**src/rtl/regfile_arbiter_if.sv**
```systemverilog
// Requester-side bus of the register-file arbiter.
// master: requesters (req/we/addr/wdata out; ack/rdata/busy in).
// slave: the arbiter.
interface regfile_arbiter_if #(
  parameter int DATA_W = 8,
  parameter int ADDR_W = 3
);
  logic              req0;
  logic              req1;
  logic              we0;
  logic              we1;
  logic [ADDR_W-1:0] addra0;
  logic [ADDR_W-1:0] addra1;
  logic [ADDR_W-1:0] addrb0;
  logic [ADDR_W-1:0] addrb1;
  logic [DATA_W-1:0] wdata0;
  logic [DATA_W-1:0] wdata1;
  logic              ack0;
  logic              ack1;
  logic              busy;
  logic [DATA_W-1:0] rdata1;
  logic [DATA_W-1:0] rdata2;

  modport master (
    output req0, req1, we0, we1,
    output addra0, addra1, addrb0, addrb1,
    output wdata0, wdata1,
    input  ack0, ack1, busy, rdata1, rdata2
  );

  modport slave (
    input  req0, req1, we0, we1,
    input  addra0, addra1, addrb0, addrb1,
    input  wdata0, wdata1,
    output ack0, ack1, busy, rdata1, rdata2
  );
endinterface

```
**src/rtl/regfile_arbiter.sv**
```systemverilog
// Two-requester arbiter serialising reads/writes onto the 8x8
// register file's single ctrl/address/data port.
// Ports: clk, reset (async, active-high); bus = requester
// handshake (slave modport); rf_* = register-file port.
// REGFILE_ARB_RR_EN: round-robin arbitration when defined,
// fixed priority (requester 0 wins) otherwise.
module regfile_arbiter #(
  parameter int DATA_W = 8,
  parameter int ADDR_W = 3
) (
  input  logic              clk,
  input  logic              reset,
  regfile_arbiter_if.slave  bus,
  output logic              rf_ctrl,
  output logic [DATA_W-1:0] rf_in,
  output logic [ADDR_W-1:0] rf_inaddr,
  output logic [ADDR_W-1:0] rf_out1addr,
  output logic [ADDR_W-1:0] rf_out2addr,
  input  logic [DATA_W-1:0] rf_out1,
  input  logic [DATA_W-1:0] rf_out2
);

  typedef enum logic [1:0] {
    IDLE,
    ISSUE,
    LATCH,
    RESP
  } state_t;

  state_t state;
  state_t state_nx;

  logic              any_req;
  logic              grant;
  logic              win;
  logic              gnt;
  logic              wr;
  logic              sel_we;
  logic [ADDR_W-1:0] sel_a;
  logic [ADDR_W-1:0] sel_b;
  logic [DATA_W-1:0] sel_d;
  logic [DATA_W-1:0] rd1_q;
  logic [DATA_W-1:0] rd2_q;
  logic              ack0_c;
  logic              ack1_c;
  logic              busy_c;
  logic              ctrl_c;

  assign any_req = bus.req0 | bus.req1;
  assign grant   = (state == IDLE) && any_req;

`ifdef REGFILE_ARB_RR_EN
  // prio names the requester that wins a tie next.
  logic prio;

  always_comb begin
    win = bus.req1;
    if (bus.req0 && bus.req1)
      win = prio;
  end

  always_ff @(posedge clk or posedge reset) begin
    if (reset)
      prio <= 1'b0;
    else if (grant)
      prio <= ~win;
  end
`else
  always_comb win = ~bus.req0;
`endif

  always_comb begin
    sel_we = bus.we0;
    sel_a  = bus.addra0;
    sel_b  = bus.addrb0;
    sel_d  = bus.wdata0;
    if (win) begin
      sel_we = bus.we1;
      sel_a  = bus.addra1;
      sel_b  = bus.addrb1;
      sel_d  = bus.wdata1;
    end
  end

  always_ff @(posedge clk or posedge reset) begin
    if (reset)
      state <= IDLE;
    else
      state <= state_nx;
  end

  // Outputs decode from state alone, so an async reset
  // drops ctrl back to read and kills any ack at once.
  always_comb begin
    state_nx = state;
    ack0_c   = 1'b0;
    ack1_c   = 1'b0;
    busy_c   = 1'b1;
    ctrl_c   = 1'b1;
    unique case (state)
      IDLE: begin
        busy_c = 1'b0;
        if (any_req)
          state_nx = ISSUE;
      end
      ISSUE: begin
        ctrl_c   = ~wr;
        state_nx = wr ? RESP : LATCH;
      end
      LATCH: begin
        state_nx = RESP;
      end
      RESP: begin
        ack0_c   = ~gnt;
        ack1_c   = gnt;
        state_nx = IDLE;
      end
      default: begin
        state_nx = IDLE;
      end
    endcase
  end

  // rf_* registers double as the holding registers; they keep
  // their last value outside ISSUE, which is harmless as ctrl
  // reads then.
  always_ff @(posedge clk or posedge reset) begin
    if (reset) begin
      gnt         <= 1'b0;
      wr          <= 1'b0;
      rf_in       <= '0;
      rf_inaddr   <= '0;
      rf_out1addr <= '0;
      rf_out2addr <= '0;
      rd1_q       <= '0;
      rd2_q       <= '0;
    end else begin
      if (grant) begin
        gnt <= win;
        wr  <= sel_we;
        if (sel_we) begin
          rf_in     <= sel_d;
          rf_inaddr <= sel_a;
        end else begin
          rf_out1addr <= sel_a;
          rf_out2addr <= sel_b;
        end
      end
      if (state == LATCH) begin
        rd1_q <= rf_out1;
        rd2_q <= rf_out2;
      end
    end
  end

  assign rf_ctrl    = ctrl_c;
  assign bus.ack0   = ack0_c;
  assign bus.ack1   = ack1_c;
  assign bus.busy   = busy_c;
  assign bus.rdata1 = rd1_q;
  assign bus.rdata2 = rd2_q;

endmodule

```
**src/flat_wrapper.sv**
```systemverilog
// flat-port wrapper written by rule: the top's interface ports become plain ports
module regfile_arbiter_flat 
#(
  parameter int DATA_W = 8,
  parameter int ADDR_W = 3
)
  (clk, reset, rf_ctrl, rf_in, rf_inaddr, rf_out1addr, rf_out2addr, rf_out1, rf_out2, bus_req0, bus_req1, bus_we0, bus_we1, bus_addra0, bus_addra1, bus_addrb0, bus_addrb1, bus_wdata0, bus_wdata1, bus_ack0, bus_ack1, bus_busy, bus_rdata1, bus_rdata2);
  regfile_arbiter_if #(.DATA_W(DATA_W), .ADDR_W(ADDR_W)) bus_i ();
  input  logic clk;
  input  logic reset;
  output logic rf_ctrl;
  output logic [DATA_W-1:0] rf_in;
  output logic [ADDR_W-1:0] rf_inaddr;
  output logic [ADDR_W-1:0] rf_out1addr;
  output logic [ADDR_W-1:0] rf_out2addr;
  input  logic [DATA_W-1:0] rf_out1;
  input  logic [DATA_W-1:0] rf_out2;
  input wire logic [$bits(bus_i.req0)-1:0] bus_req0;
  input wire logic [$bits(bus_i.req1)-1:0] bus_req1;
  input wire logic [$bits(bus_i.we0)-1:0] bus_we0;
  input wire logic [$bits(bus_i.we1)-1:0] bus_we1;
  input wire logic [$bits(bus_i.addra0)-1:0] bus_addra0;
  input wire logic [$bits(bus_i.addra1)-1:0] bus_addra1;
  input wire logic [$bits(bus_i.addrb0)-1:0] bus_addrb0;
  input wire logic [$bits(bus_i.addrb1)-1:0] bus_addrb1;
  input wire logic [$bits(bus_i.wdata0)-1:0] bus_wdata0;
  input wire logic [$bits(bus_i.wdata1)-1:0] bus_wdata1;
  output wire logic [$bits(bus_i.ack0)-1:0] bus_ack0;
  output wire logic [$bits(bus_i.ack1)-1:0] bus_ack1;
  output wire logic [$bits(bus_i.busy)-1:0] bus_busy;
  output wire logic [$bits(bus_i.rdata1)-1:0] bus_rdata1;
  output wire logic [$bits(bus_i.rdata2)-1:0] bus_rdata2;
  assign bus_i.req0 = bus_req0;
  assign bus_i.req1 = bus_req1;
  assign bus_i.we0 = bus_we0;
  assign bus_i.we1 = bus_we1;
  assign bus_i.addra0 = bus_addra0;
  assign bus_i.addra1 = bus_addra1;
  assign bus_i.addrb0 = bus_addrb0;
  assign bus_i.addrb1 = bus_addrb1;
  assign bus_i.wdata0 = bus_wdata0;
  assign bus_i.wdata1 = bus_wdata1;
  assign bus_ack0 = bus_i.ack0;
  assign bus_ack1 = bus_i.ack1;
  assign bus_busy = bus_i.busy;
  assign bus_rdata1 = bus_i.rdata1;
  assign bus_rdata2 = bus_i.rdata2;
  regfile_arbiter #(.DATA_W(DATA_W), .ADDR_W(ADDR_W)) u_core (.clk(clk), .reset(reset), .bus(bus_i), .rf_ctrl(rf_ctrl), .rf_in(rf_in), .rf_inaddr(rf_inaddr), .rf_out1addr(rf_out1addr), .rf_out2addr(rf_out2addr), .rf_out1(rf_out1), .rf_out2(rf_out2));
endmodule
```
**config.mk**
```make
export PLATFORM = sky130hd
export DESIGN_NAME = regfile_arbiter_flat
export DESIGN_NICKNAME = d
export VERILOG_FILES = /design/src/rtl/regfile_arbiter_if.sv /design/src/rtl/regfile_arbiter.sv /design/src/flat_wrapper.sv
export SDC_FILE = /design/constraint.sdc
export NUM_CORES = 1
export LEC_CHECK = 0
export CAP_MARGIN = 0
export CORE_MARGIN = 4
export CORE_UTILIZATION = 43
export DETAILED_ROUTE_END_ITERATION = 10
export PLACE_DENSITY = 0.86
export SLEW_MARGIN = 20
export SYNTH_ARGS = -nofsm -noshare
export SYNTH_HDL_FRONTEND = slang
export SYNTH_SLANG_ARGS = --single-unit
```
**constraint.sdc**
```tcl
create_clock -name clk -period 4.6 [get_ports clk]
set_input_delay 0.69 -clock clk [delete_from_list [all_inputs] [get_ports clk]]
set_output_delay 0.69 -clock clk [all_outputs]
set_load 0.005 [all_outputs]
```
==> results.toml <==
[run_status]
status = "finished, final reports clean"

[setup_path]
r2r_end = "u_core.rf_in[2]$_DFFE_PP0P_"
worstPathArrival_ps = 3070
rrSetupSlack_ps = 2210
reg2reg_depth = 5
criticalPathCategory = "in2reg"
cp.required_ps = 4760
crit_path_end_kind = "flop"
reg2reg_from = "u_core.state[1]$_DFFE_PP0P_"
worst-path-max-fanout = 20
start_kind = "primary input"

[floorplanning]
num_rows = 22
die_h_um = 71.05
die_w_um = 71.05
core-area_mm2 = 0.003744
num_io_pins = 87
initial_utilization_pct = 45.66
dieArea_mm2 = 0.005047

[detailed_routing]
wl_mm = 4.087
wl_per_cell_um = 15.96
drc = 0
viasPerCell = 4.898
drt_pass1_iterations = 4
vias = 1254
ant_nets = 0
drt-initial-drc-count = 48

[timing]
tightest_slew_ps = 1011
finalCritPeriodShare_pct = 63.25
timing.final.ws_setup_ps = 1690
fin_skew_ps = 7.518
relSlewSlack_pct = 32.15
fin_tns_setup_ps = 0
hold_violations = 0
fin_crit_ps = 2910
slew_viol_final = 0
rsz0062_at_grt = "false"
max_clock_freq_mhz = 343.7
setup_violations = 0

[cells_and_area]
drive_gt1_share_pct = 28.85
stdcell_area_mm2 = 0.002683
syn2layout_area_growth_pct = 56.95
n_antenna_cell = 0
nets = 261

[global_routing]
use_met2_pct = 29.35
grt_util_met3_pct = 6.250
grt_max_degree = 38
busiest_layer = "met2"
grt_overflow_total = 0
grt_use_total_pct = 16.33
grt_pass1_wl_mm = 6.603
grtUsageMet1_pct = 18.50
grt_pass1_vias = 1408
antenna_found_initial = 0

[placed_design]
port_buffers = 86
dp_slack_ps = 1431
place_area_mm2 = 0.002586
dpl.hpwl_mm = 3.191
gp_congestion = 0.7474

[logic_synthesis]
synth.net_count = 173
netlist_area_mm2 = 0.001709
postSynthAreaPerCell_um2 = 14.36
syn_inst = 119
yosysWarnings = 0
ys_types = 19
synth-seq-cells = 37
ys_seq_area_share_pct = 54.17

[power_and_ir_drop]
cellLeakagePower_nw = 1.106
p_per_area_mw_per_mm2 = 590.2
vdd.ir_drop.worst_mv = 0.4144

[clock_tree]
h-tree-depth = 2
clock_latency_ps = 280
post_cts_buffers = 0
ctsResizeCount = 0
holdBufCountCts = 0
root_buffer = "clkbuf_8"
clockBufferDepth = 2
numCtsBuffers = 5
clock-sinks = 37
path_clk_slew_ps = 70
cts_tree = "built"

[job]
cap_violations = 0

[min_path]
worstHoldPathCells = 1
holdPathEnd = "u_core.rf_in[5]$_DFFE_PP0P_"
hold_path_startpoint = "u_core.rf_in[5]$_DFFE_PP0P_"
hp-class = "reg2reg"
-- report_power, final --
group          switching [mW]  leakage (nW)  internal, mW
registers              0.0924         0.436         0.495
clock network           0.115        0.0512         0.121
logic                   0.247         0.619         0.512
total                   0.455          1.11          1.13
-- metal layers --
layer	share of wire (%)	up-vias
met4	0	0
li1	-	592
met5	0	-
met2	55	40
met3	7.5	0
met1	38	622
-- stage by stage --
| step | power (mW) | hold slack, ps | cells | utilization (%) |
|---|---|---|---|---|
| after detailed placement | 1.358 | 494.0 | 248 | 69.08 |
| after floorplan | 0.9269 | 504.9 | 119 | - |
| after global routing | 1.690 | 528.2 | 256 | 71.66 |
| after global placement | 1.330 | 489.8 | 248 | 69.08 |
| after CTS | 1.604 | 513.5 | 256 | 71.66 |
| final | 1.583 | 508.4 | 256 | 71.66 |
-- cell usage after synthesis (all sizes together) --
cell type | count | area (µm²)
a21oi | 4 | 20.02
inv | 6 | 22.52
mux2 | 47 | 529.3
o32ai | 1 | 27.53
o211ai | 1 | 7.510
o21ai | 4 | 20.01
buf | 6 | 51.30
nand2b | 1 | 13.76
nor2b | 1 | 6.260
dfrtp | 37 | 925.9
and2 | 1 | 6.260
nand3 | 1 | 5.000
ha | 4 | 50.05
or3b | 1 | 8.760
nand2 | 4 | 15.01
-- logic make-up after synthesis --
family                   share of synthesized area (%)
multiplexers                                     30.97
flip-flops                                       54.17
buffers and inverters                            4.319
AO/OA/AOI/OAI                                    4.392
AND/OR/NAND/NOR                                  3.221
adder cells (fa/ha/maj)                          2.928
-- area by class of cell --
type                    count  area (µm²)
clock inverters             2       13.76
repair buffers             87       868.3
clock buffers               6       82.58
fillers                   278        1061
inverters                   6       22.52
flip-flops and latches     37       925.9
multi-input cells          70       709.4
well taps                  48       60.06
-- worst max-delay path, stage by stage --
cell and delay, ps:
clkdlybuf4s50_1 820, nand2b_4 340, o21ai_1 790, mux2_2 420
-- state kept, by name, indices dropped and copies added (netlist names) --
signal / count
u_core.rf_out1addr: 3
u_core.state: 2
u_core.gnt: 1
u_core.rf_inaddr: 3
u_core.rf_in: 8
u_core.bus.rdata2: 8
u_core.rf_out2addr: 3
u_core.wr: 1
u_core.bus.rdata1: 8
-- how the worst max path moves through the flow --
stage	slack, ps	from	end	cells after the start
after floorplan	2970	u_core.state[0]$_DFFE_PP0P_	u_core.rf_out1addr[0]$_DFFE_PP0P_	6
after global routing	1540	bus_req0	u_core.rf_in[7]$_DFFE_PP0P_	4
after detailed placement	1430	bus_req0	u_core.rf_in[2]$_DFFE_PP0P_	4
after CTS	1710	bus_req0	u_core.rf_in[2]$_DFFE_PP0P_	4
final	1690	bus_req0	u_core.rf_in[2]$_DFFE_PP0P_	4
after global placement	1550	bus_req0	u_core.rf_in[2]$_DFFE_PP0P_	4
-- cells in the final DEF (no fill, tap or decap), drive strengths merged --
cell,netlist,final
a21oi,4,4
and2,1,1
buf,6,1
clkbuf,0,6
clkdlybuf4s50,0,86
clkinv,0,2
dfrtp,37,37
ha,4,4
inv,6,6
mux2,47,47
nand2,4,4
nand2b,1,1
nand3,1,1
nor2b,1,1
o211ai,1,1
o21ai,4,4
o32ai,1,1
or3b,1,1
Note: power is estimated with default switching activity, not from simulation.
